===== src/rtl/act_transfer.sv =====
// Layer-to-layer activation mover: scans the destination volume (optionally zero-bordered)
// one element per cycle, reading the producer over a fixed latency and writing the consumer.
module act_transfer #(
   parameter           NAME         = "ACT_TRANSFER_DEFAULT_NAME",
   parameter int       NUM_ENTRIES  = 16,
   parameter int       SRC_DIM      = 13,
   parameter int       PAD          = 0,
   parameter int       DST_DIM      = SRC_DIM + 2*PAD,
   parameter int       DATA_SIZE    = 64,
   parameter int       READ_LATENCY = 1
) (
   input  logic                 clk,
   input  logic                 rst_n,
   input  logic                 start,
   input  logic                 src_valid,
   output logic [15:0]          src_read_index_entry,
   output logic [15:0]          src_read_index_y,
   output logic [15:0]          src_read_index_x,
   input  logic [DATA_SIZE-1:0] src_read_data,
   output logic                 dst_want_write,
   output logic [DATA_SIZE-1:0] dst_write_data,
   output logic [15:0]          dst_write_index_entry,
   output logic [15:0]          dst_write_index_y,
   output logic [15:0]          dst_write_index_x,
   output logic                 busy,
   output logic                 done
);

   localparam int          NAME_BITS = $bits(NAME);
   localparam logic [15:0] SRC16     = 16'(SRC_DIM);
   localparam logic [15:0] PAD16     = 16'(PAD);
   localparam logic [15:0] DLAST16   = 16'(DST_DIM - 1);
   localparam logic [15:0] ELAST16   = 16'(NUM_ENTRIES - 1);

   if (READ_LATENCY < 1 || READ_LATENCY > 4 || DST_DIM != SRC_DIM + 2*PAD || NAME_BITS == 0)
   begin : g_bad_params
      $error("act_transfer: inconsistent parameters");
   end

   typedef enum logic [2:0] {S_IDLE, S_WAIT_SRC, S_RUN, S_DRAIN, S_DONE} state_e;

   typedef struct packed {
      logic        valid;
      logic        is_real;
      logic [15:0] e;
      logic [15:0] y;
      logic [15:0] x;
   } slot_t;

   state_e      state_q;
   logic [15:0] e_q, y_q, x_q;
   logic [15:0] e_d, y_d, x_d;
   logic [15:0] src_e_q, src_y_q, src_x_q;
   logic        busy_q, done_q;
   slot_t       pipe_q [0:READ_LATENCY];

   logic [15:0] pos_e, pos_y, pos_x, dy, dx;
   logic        interior, last, launch, issue, in_flight;

   // Launching issues position (0,0,0) on the same edge, so RUN's first cycle already shows it.
   always_comb begin
      pos_e = '0;
      pos_y = '0;
      pos_x = '0;
      if (state_q == S_RUN) begin
         pos_e = e_q;
         pos_y = y_q;
         pos_x = x_q;
      end
      dy       = pos_y - PAD16;
      dx       = pos_x - PAD16;
      interior = (dy < SRC16) && (dx < SRC16);
      last     = (pos_e == ELAST16) && (pos_y == DLAST16) && (pos_x == DLAST16);
      x_d = pos_x + 16'd1;
      y_d = pos_y;
      e_d = pos_e;
      if (pos_x == DLAST16) begin
         x_d = '0;
         y_d = pos_y + 16'd1;
         if (pos_y == DLAST16) begin
            y_d = '0;
            e_d = (pos_e == ELAST16) ? '0 : pos_e + 16'd1;
         end
      end
      launch    = start && src_valid && (state_q inside {S_IDLE, S_WAIT_SRC, S_DONE});
      issue     = launch || (state_q == S_RUN);
      in_flight = 1'b0;
      for (int unsigned i = 0; i < READ_LATENCY; i++) in_flight |= pipe_q[i].valid;
   end

   always_ff @(posedge clk) begin
      if (!rst_n) begin
         state_q <= S_IDLE;
         e_q     <= '0;
         y_q     <= '0;
         x_q     <= '0;
         src_e_q <= '0;
         src_y_q <= '0;
         src_x_q <= '0;
         busy_q  <= 1'b0;
         done_q  <= 1'b0;
         pipe_q  <= '{default: '0};
      end else begin
         for (int unsigned i = 1; i <= READ_LATENCY; i++) pipe_q[i] <= pipe_q[i-1];
         pipe_q[0] <= '0;
         if (issue) begin
            pipe_q[0] <= '{valid: 1'b1, is_real: interior, e: pos_e, y: pos_y, x: pos_x};
            if (interior) begin
               src_e_q <= pos_e;
               src_y_q <= dy;
               src_x_q <= dx;
            end
            e_q     <= e_d;
            y_q     <= y_d;
            x_q     <= x_d;
            state_q <= last ? S_DRAIN : S_RUN;
            busy_q  <= 1'b1;
            done_q  <= 1'b0;
         end else begin
            case (state_q)
               S_IDLE: begin
                  e_q <= '0;
                  y_q <= '0;
                  x_q <= '0;
                  if (start) state_q <= S_WAIT_SRC;
               end
               S_WAIT_SRC: if (!start) state_q <= S_IDLE;
               S_DRAIN: begin
                  if (!in_flight) begin
                     state_q <= S_DONE;
                     busy_q  <= 1'b0;
                     done_q  <= 1'b1;
                  end
               end
               S_DONE: begin
                  if (start) begin
                     state_q <= S_WAIT_SRC;
                     done_q  <= 1'b0;
                     e_q     <= '0;
                     y_q     <= '0;
                     x_q     <= '0;
                  end
               end
               default: ;
            endcase
         end
      end
   end

   assign src_read_index_entry  = src_e_q;
   assign src_read_index_y      = src_y_q;
   assign src_read_index_x      = src_x_q;
   assign dst_want_write        = pipe_q[READ_LATENCY].valid;
   assign dst_write_index_entry = pipe_q[READ_LATENCY].e;
   assign dst_write_index_y     = pipe_q[READ_LATENCY].y;
   assign dst_write_index_x     = pipe_q[READ_LATENCY].x;
   assign dst_write_data        = (pipe_q[READ_LATENCY].valid && pipe_q[READ_LATENCY].is_real)
                                  ? src_read_data : '0;
   assign busy                  = busy_q;
   assign done                  = done_q;

endmodule


===== config.mk =====
export PLATFORM = sky130hd
export DESIGN_NAME = act_transfer
export DESIGN_NICKNAME = d
export VERILOG_FILES = /design/src/rtl/act_transfer.sv
export SDC_FILE = /design/constraint.sdc
export NUM_CORES = 1
export LEC_CHECK = 0
export CAP_MARGIN = 20
export CELL_PAD_IN_SITES_DETAIL_PLACEMENT = 0
export CELL_PAD_IN_SITES_GLOBAL_PLACEMENT = 1
export CORE_MARGIN = 2
export CORE_UTILIZATION = 30
export DETAILED_ROUTE_END_ITERATION = 10
export GPL_ROUTABILITY_DRIVEN = 0
export PLACE_DENSITY = 0.73
export REMOVE_ABC_BUFFERS = 1
export SKIP_CTS_REPAIR_TIMING = 1
export SLEW_MARGIN = 20
export SYNTH_ARGS = -nofsm -noshare
export SYNTH_HDL_FRONTEND = slang
export SYNTH_SLANG_ARGS = --single-unit

===== constraint.sdc =====
create_clock -name clk -period 3.55 [get_ports clk]
set_input_delay 0.5325 -clock clk [delete_from_list [all_inputs] [get_ports clk]]
set_output_delay 0.5325 -clock clk [all_outputs]
set_load 0.005 [all_outputs]

Word-level counts from Yosys, hierarchy flattened. Cells that the tools add are included.

Order comparisons: 2. Equality and inequality tests: 14. $add $sub $neg: 3. Bitwise logic cells: 1. Reductions and logical operators: 21. Muxes and demuxes: 28.

Operators with widths (count): 16-bit 2-to-1 mux (13); 64-bit 2-to-1 mux (1); 50-bit 2-to-1 mux (1); 16-bit by 1-bit adder with 16-bit output, second input constant (3); 16-bit by 4-bit == test with 1-bit output, second input constant (3); 16-bit by 4-bit less-than comparator with 1-bit output, second input constant (2); 16-bit case mux with 2 select lines (1); 3-bit 2-to-1 mux (4); 3-bit inequality test, second input constant (3); 3-bit case mux with 3 select lines (1); 2-bit AND reduction (4); 3-bit by 2-bit == test with 1-bit output, second input constant (2); 1-bit logical AND (6); 1-bit 2-to-1 mux (6); 3-bit nonzero test (2); 2-bit inequality test, second input constant (2); 4-bit AND reduction (1); 2-bit nonzero test (2); 4-bit nonzero test (1); 2-bit OR reduction (2); 3-bit by 1-bit == test with 1-bit output, second input constant (1); 3-bit == test, second input constant (1); 3-bit logical NOT (1); 3-bit by 1-bit inequality test with 1-bit output, second input constant (1); other kinds (5) (5).

Output and inout bits: 163. Input port bits: 68. Flip-flop bits (word level): 201.

Depth between registers and ports, before layout. Gate-level depths: netlist (run 1).

Word-level depth: 7. Gate-level depth with buffers: 13.

Worst setup path before layout (run 1). Ideal clock, no wire load.

Path type: register to register. Start: reg state_q[1]. End: reg e_q[13]. Slack: 493 ps. Path buffers: 5. Stages on the path, launching flop included: 13. Library setup time: 122 ps. Clock period less this slack: 3057 ps. Data arrival time: 2935 ps. Path through: dfxtp_1 -> nor3b_4 -> clkbuf_1 -> clkbuf_1 -> buf_2 -> clkbuf_1 -> and2_1 -> ha_1 -> clkbuf_1 -> nand4_1 -> nand2_1 -> nor3_1 -> a221o_1.

Word-level cells in the longest chain between the ends: 7.

RTL lines: start: declaration (RTL line 50) `state_e state_q;`; start signal: assignment (RTL line 116) `state_q <= last ? S_DRAIN : S_RUN;`; 3-bit by 2-bit == test with 1-bit output * (RTL line 65) `if (state_q == S_RUN) begin`; 16-bit 2-to-1 mux * (RTL line 65); via pos_e[1] (RTL line 57) `logic [15:0] pos_e, pos_y, pos_x, dy, dx;`; 16-bit by 1-bit adder with 16-bit output / 16-bit by 4-bit == test with 1-bit output (equally long branches) (RTL line 82) `e_d = (pos_e == ELAST16) ? '0 : pos_e + 16'd1;`; 16-bit 2-to-1 mux * (RTL line 82); 16-bit 2-to-1 mux * (RTL line 80) `if (pos_y == DLAST16) begin`; 16-bit 2-to-1 mux * (RTL line 77) `if (pos_x == DLAST16) begin`; 16-bit 2-to-1 mux * (RTL line 106) `if (issue) begin`; end signal: assignment (RTL line 94) `e_q <= '0;`; end signal: assignment (RTL line 113) `e_q <= e_d;`; end signal: assignment (RTL line 122) `e_q <= '0;`; end: declaration (RTL line 51) `logic [15:0] e_q, y_q, x_q;`.

Mark *: on every way through the listed nets, which the timed path passes. The rest lies on a longest branch. A chain may end at the register's enable or synchronous reset.

Worst setup path after layout (run 1).
Start: reg state_q[1]. End: reg src_y_q[11] (netlist: src_read_index_y[11]).

Word-level cells in the longest chain between the ends: 5.

RTL lines: 3-bit by 2-bit == test with 1-bit output, or another cell as far along (RTL line 65, 86); 16-bit 2-to-1 mux / 3-bit nonzero test (equally long branches) (RTL line 65, 85); 16-bit by 4-bit less-than comparator with 1-bit output / 1-bit logical AND (equally long branches) (RTL line 72, 85); 1-bit logical AND / 1-bit logical OR (equally long branches) (RTL line 72, 86); 2-bit AND reduction (no line); end signal: assignment (RTL line 110) `src_y_q <= dy;`; end: declaration (RTL line 53) `logic [15:0] src_e_q, src_y_q, src_x_q;`.

Parallel ways exist; a longest one is shown, timed or not.

==> key figures, run 1 <==
Critical path
  – Critical Path RT: 3.99 ns
  – Critical Path End Type: flip-flop
  – R2R Path End: src_read_index_y[11]$_SDFFE_PN0P_
  – Crit path from: state_q[1]$_SDFFE_PN0P_
  – Max stage delay on crit path: 0.55 ns
  – R2r setup slk: 0.50 ns
  – Setup crit start kind: flip-flop
  – Reg-to-Reg Start: state_q[1]$_SDFFE_PN0P_
  – Slowest-stage cell, CP: dfxtp_1
  – CP Capture Point: src_read_index_y[11]$_SDFFE_PN0P_
  – R2R depth: 8
  – Crit Path Max Fanout: 38
  – Critical path type: reg2reg
  – Critical Path AT: 3.48 ns
  – Crit path cell chain: nor3b_4 -> nand2_1 -> ha_1 -> o22ai_1 -> o31ai_1 -> a21oi_4 -> buf_12 -> and2_1

Clocking
  – Sink Count: 201
  – CTS tree: done
  – Clock Path Buffers: 3
  – Reg clk slew, reported paths: 0.06 ns
  – Htree depth: 1
  – Num CTS Buffers: 22
  – Root buf cell: clkbuf_16
  – Clk Latency, worst-skew pair: 0.50 ns

Synth
  – Yosys reg bits: 201
  – Main synth FF type: dfxtp_1
  – Sequential element share of the synthesized area: 50.7%
  – Synthesized area: 7940 sq um
  – Yosys warns: 0
  – Synth Area per Inst: 9.34 sq um
  – Distinct cells, synth: 63
  – Async SR Flop Fraction: 0%
  – Mapped Cells: 850
  – EDFF count, synth: 0

Detailed routing
  – Drt drc: 0
  – Routed WL per cell: 16.8 um
  – Routed WL: 22800 um
  – Initial DRC Count: 419
  – Drt first pass iters: 5
  – Via count: 6672
  – Antenna viol nets, final: 0
  – Vias per cell: 4.89

Cells and area
  – Most common cell after layout, fill and taps aside: clkdlybuf4s50_1
  – Commonest cells after routing, fill and taps aside: clkdlybuf4s50_1 (229), dfxtp_1 (201), and3_1 (117)
  – Syn-to-layout area delta: 38.4%
  – # diodes: 0
  – Nets: 1087
  – Final Instance Area: 11000 sq um
  – Fraction of layout cells with a size suffix above 1: 7.00%
  – Fillers: 2537

Power
  – Psw: 0.00111 W
  – Comb power frac: 7.6%
  – Internal: 0.00389 W
  – Max rail drop VDD: 0.272 mV
  – Switching Share: 22.3%
  – Leak Pwr: 4.52 nW
  – Sequential fraction of design power: 45.7%
  – Clock Power Share: 46.7%
  – PD cells: 456 nW/um^2

Place
  – IO buf count: 230
  – Setup WS pre-CTS: 0.560 ns
  – Hpwl dp: 16500 um
  – Area after DPL: 10200 sq um

STA
  – Unrepaired setup endpoints after global routing: false
  – Slew headroom: 36.1%
  – Clock Skews: 0.0109 ns
  – Final period util: 85.8%
  – Endpoints failing hold: 0
  – Post-route setup TNS: 0 ns
  – Setup violators final: 0
  – Pins over their slew limit: 0
  – Fmax: 328 MHz
  – Tmin final: 3.05 ns
  – Worst-Margin Slew: 0.951 ns
  – Final worst slack: 0.504 ns

Die
  – Chip height: 167 um
  – Die Wd: 167 um
  – Initial core utilization: 30.5%
  – Core Region: 26000 sq um
  – Core Rows: 59
  – DIE AREA: 27800 sq um
  – # IOs: 231

Global routing
  – Initial antenna violation count: 0
  – Global-route wire length before repair: 35400 um
  – Vias in the first global route: 6271
  – GRT Overall Usage: 15.5%
  – GRT overflow: 0
  – Largest net degree at the start of global routing: 66

Flow run
  – MaxCap Viol Count: 0

Worst hold path
  – HP Class: in2reg

Status
  – Outcome: completed
[layout make-up]
| class | instances | area (sq um) | share of cell area (%) |
|---|---|---|---|
| Tap cell | 335 | 419 | 3.82 |
| Inverter | 10 | 37.5 | 0.342 |
| Sequential cell | 201 | 4020 | 36.6 |
| Clock inverter | 5 | 77.6 | 0.706 |
| Multi-Input combinational cell | 531 | 3290 | 30.0 |
| Clock buffer | 33 | 683 | 6.22 |
| Timing Repair Buffer | 249 | 2450 | 22.3 |
[sequential cells by signal, indices dropped and copies added (netlist names)]
name / flops
dst_write_index_y: 16
busy: 1
src_read_index_entry: 16
dst_write_index_entry: 16
e_q: 16
src_read_index_x: 16
in_flight: 1
dst_want_write: 1
src_read_index_y: 16
state_q: 3
x_q: 16
done: 1
y_q: 16
dst_write_index_x: 16
pipe_q: 50
[layer usage]
layer	track usage [%]	part of all wire, %	vias up
met2	27.5	49	244
li1	-	-	3289
met4	3.71	1.5	0
met1	19.6	44	3114
met5	0	0	-
met3	2.90	6.2	25
[critical path: cells and delay by family (launching register included)]
family / cells / cell delay (ns)
AOI/OAI and AO/OA: 3 / 1.06
and+or+nand+nor: 3 / 0.84
DFF: 1 / 0.55
adders and majority gates: 1 / 0.27
buffers and inverters: 1 / 0.24
[cells in the mapped netlist, types with 2 or more instances]
library cell,number,area (sq um)
or3_1,3,18.8
a21boi_0,5,37.5
nor2_1,33,124
a22oi_1,4,30.0
o31ai_1,3,22.5
a41oi_1,2,17.5
o21ai_0,41,205
o21a_1,2,15.0
buf_2,9,45.0
nor4_1,10,62.6
nand2_1,62,233
a311oi_1,2,17.5
dfxtp_1,201,4020
a221o_1,3,30.0
or2_2,2,12.5
and3_1,117,732
or2_0,2,12.5
nand3b_1,3,22.5
buf_4,48,360
a22o_1,19,166
nand4_1,15,93.8
a211oi_1,5,37.5
ha_1,4,50.1
nand4b_1,2,17.5
nand3_1,17,85.1
nor4_4,2,42.5
a2111oi_0,2,17.5
mux2_2,2,22.5
a211o_1,5,43.8
and2_1,81,507
o41ai_1,3,26.3
a21oi_1,32,160
nor2b_1,2,12.5
inv_1,10,37.5
and4_1,4,35.0
nand3_2,2,20.0
nor3_1,10,50.1
clkbuf_1,51,191
a31oi_1,4,25.0
o211ai_1,3,22.5
[power groups by stage]
stage	combinational (W)	clock [W]	sequential (W)
after floorplan	0.000138	0	0.00234
final	0.000380	0.00234	0.00229
after CTS	0.000383	0.00239	0.00229
after global routing	0.000414	0.00248	0.00229
after detailed placement	0.000382	0	0.00234
after global placement	0.000381	0	0.00234
[per-stage QoR]
step	cells	total power (W)	hold slack, ns	util (%)
final	1364	0.00501	0.417	42.3
after floorplan	742	0.00248	0.412	-
after global routing	1364	0.00519	0.410	42.3
after detailed placement	1326	0.00272	0.420	39.3
after CTS	1364	0.00507	0.405	42.3
after global placement	1326	0.00272	0.417	39.3
[logic make-up after synthesis]
group | count (synthesis) | share of synthesized area [%]
buffers and inverters | 118 | 7.99
adder cells (fa/ha/maj) | 4 | 0.631
AO/OA/AOI/OAI | 148 | 12.7
flip-flops | 201 | 50.7
multiplexers | 2 | 0.284
AND/OR/NAND/NOR | 377 | 27.7
[worst min-delay path by stage]
stage	startpoint	to	slack (ns)	depth (start not counted)
floorplan	pipe_q[82]$_SDFF_PN0_	dst_write_index_entry[0]$_SDFF_PN0_	0.41	1
global placement	pipe_q[68]$_SDFF_PN0_	dst_write_index_y[2]$_SDFF_PN0_	0.42	1
detailed placement	pipe_q[75]$_SDFF_PN0_	dst_write_index_y[9]$_SDFF_PN0_	0.42	1
CTS	rst_n	dst_write_index_entry[8]$_SDFF_PN0_	0.41	2
global route	rst_n	dst_write_index_entry[8]$_SDFF_PN0_	0.41	2
finish	rst_n	dst_write_index_entry[8]$_SDFF_PN0_	0.42	2
(Power assumes the default switching activity.)
==> inputs of run 2 (changes only) <==
--- a/config.mk
+++ b/config.mk
@@ -12,7 +12,7 @@
 export CORE_UTILIZATION = 30
 export DETAILED_ROUTE_END_ITERATION = 10
 export GPL_ROUTABILITY_DRIVEN = 0
-export PLACE_DENSITY = 0.73
+export PLACE_DENSITY = 0.72
 export REMOVE_ABC_BUFFERS = 1
 export SKIP_CTS_REPAIR_TIMING = 1
 export SLEW_MARGIN = 20
==> key figures, run 2 (same netlist as run 1, synthesis figures left out) <==
Status
  – Outcome: completed

Power
  – Clock Power Share: 47.3%
  – Max rail drop VDD: 0.266 mV
  – Internal: 0.00392 W
  – Comb power frac: 7.6%
  – PD cells: 460 nW/um^2
  – Switching Share: 22.8%
  – Leak Pwr: 4.53 nW
  – Psw: 0.00116 W
  – Sequential fraction of design power: 45.1%

Global routing
  – Initial antenna violation count: 0
  – Largest net degree at the start of global routing: 86
  – Vias in the first global route: 6360
  – Global-route wire length before repair: 35500 um
  – GRT Overall Usage: 15.3%
  – GRT overflow: 0

Die
  – DIE AREA: 27800 sq um
  – Chip height: 167 um
  – # IOs: 231
  – Initial core utilization: 30.5%
  – Core Rows: 59
  – Die Wd: 167 um
  – Core Region: 26000 sq um

STA
  – Tmin final: 3.14 ns
  – Clock Skews: 0.0108 ns
  – Worst hold slack: 0.418 ns
  – Setup violators final: 0
  – Endpoints failing hold: 0
  – Fmax: 318 MHz
  – Worst-Margin Slew: 0.880 ns
  – Final period util: 88.5%
  – Pins over their slew limit: 0
  – Slew headroom: 40.8%
  – Unrepaired setup endpoints after global routing: false

Clocking
  – Num CTS Buffers: 22
  – Htree depth: 1
  – Clk Latency, worst-skew pair: 0.50 ns
  – Clock Path Buffers: 3
  – Sink Count: 201
  – Reg clk slew, reported paths: 0.06 ns
  – CTS tree: done
  – Root buf cell: clkbuf_16

Cells and area
  – Multi-input gate area: 3290 sq um
  – Most common cell after layout, fill and taps aside: clkdlybuf4s50_1
  – Nets: 1087
  – Non-Filler Instances: 1366
  – Commonest cells after routing, fill and taps aside: clkdlybuf4s50_1 (229), dfxtp_1 (201), and3_1 (117)
  – Syn-to-layout area delta: 38.8%
  – Fraction of layout cells with a size suffix above 1: 7.27%
  – Storage cell area: 4020 sq um
  – # diodes: 0
  – Final Instance Area: 11000 sq um
  – Fillers: 2529
  – Max reg flops: 50
  – Top reg by flops: pipe_q

Detailed routing
  – Met2 routed WL: 10400 um
  – Vias per cell: 4.85
  – Routed WL per cell: 16.3 um
  – Antenna viol nets, final: 0
  – Met3 Wirelength: 1480 um
  – Highest routed layer: met4
  – Routed WL: 22300 um
  – Length of routed wiring on met1: 10100 um
  – Initial DRC Count: 451
  – Via count: 6631
  – Drt drc: 0
  – Drt first pass iters: 5

Critical path
  – Critical Path RT: 3.94 ns
  – Critical Path AT: 3.53 ns
  – Critical path type: reg2reg
  – R2R Path End: e_q[12]$_SDFFE_PN0P_
  – Critical Path End Type: flip-flop
  – R2r setup slk: 0.41 ns
  – Crit Path Max Fanout: 57
  – R2R depth: 7
  – Reg-to-Reg Start: state_q[1]$_SDFFE_PN0P_
  – Setup crit start kind: flip-flop

Place
  – IO buf count: 230
  – Hpwl dp: 15700 um
  – Area after DPL: 10200 sq um
  – Placed cells: 1326

Flow run
  – MaxCap Viol Count: 0

Worst hold path
  – HP Class: in2reg
  – HP Start: rst_n
  – Hold Path Stages: 3
  – Endpoint of the worst hold path: e_q[1]$_SDFFE_PN0P_
==> run 2: cell type report <==
type,instances,area share (%)
Sequential cell,201,36.5
Multi-Input combinational cell,531,29.9
Timing Repair Buffer,249,22.4
Clock buffer,29,5.79
Tap cell,335,3.80
Clock inverter,11,1.29
Inverter,10,0.341
==> run 2: worst max path at each step <==
stage	start	end	slack, ns	cells after the start
after global routing	state_q[1]$_SDFFE_PN0P_	e_q[12]$_SDFFE_PN0P_	0.15	7
after floorplan	state_q[1]$_SDFFE_PN0P_	src_read_index_entry[10]$_SDFFE_PN0P_	-1.21	7
after detailed placement	state_q[1]$_SDFFE_PN0P_	e_q[12]$_SDFFE_PN0P_	0.44	7
after global placement	state_q[1]$_SDFFE_PN0P_	e_q[12]$_SDFFE_PN0P_	0.54	7
after CTS	state_q[1]$_SDFFE_PN0P_	e_q[12]$_SDFFE_PN0P_	0.44	7
final	state_q[1]$_SDFFE_PN0P_	e_q[12]$_SDFFE_PN0P_	0.41	7
==> run 2: layer usage <==
metal	vias to the layer above	track usage (%)
met1	3082	20.1
met4	0	3.64
li1	3289	-
met5	-	0
met3	26	3.07
met2	234	26.0
==> run 2: critical path: stages, from the launching register on <==
cell and delay, ns:
dfxtp_1 0.53, nor3b_4 0.42, buf_12 0.29, nand4_2 0.17, nor4_4 0.72, nand4_1 0.30, or2_0 0.29, a221o_1 0.31
==> run 2: power groups by stage <==
stage                     sequential, W  clock (W)  combinational, W
after floorplan                 0.00234          0          0.000138
after global routing            0.00229    0.00255          0.000418
after detailed placement        0.00234          0          0.000385
after CTS                       0.00229    0.00247          0.000387
final                           0.00229    0.00240          0.000384
after global placement          0.00234          0          0.000386
==> run 2: metrics by stage <==
stage / power, W / setup slack [ns] / setup TNS, ns / util [%]
final: 0.00507 / 0.407 / 0 / 42.4
after global routing: 0.00526 / 0.145 / 0 / 42.4
after CTS: 0.00514 / 0.440 / 0 / 42.4
after detailed placement: 0.00272 / 0.435 / 0 / 39.4
after global placement: 0.00272 / 0.544 / 0 / 39.4
after floorplan: 0.00248 / -1.21 / -58.41 / -
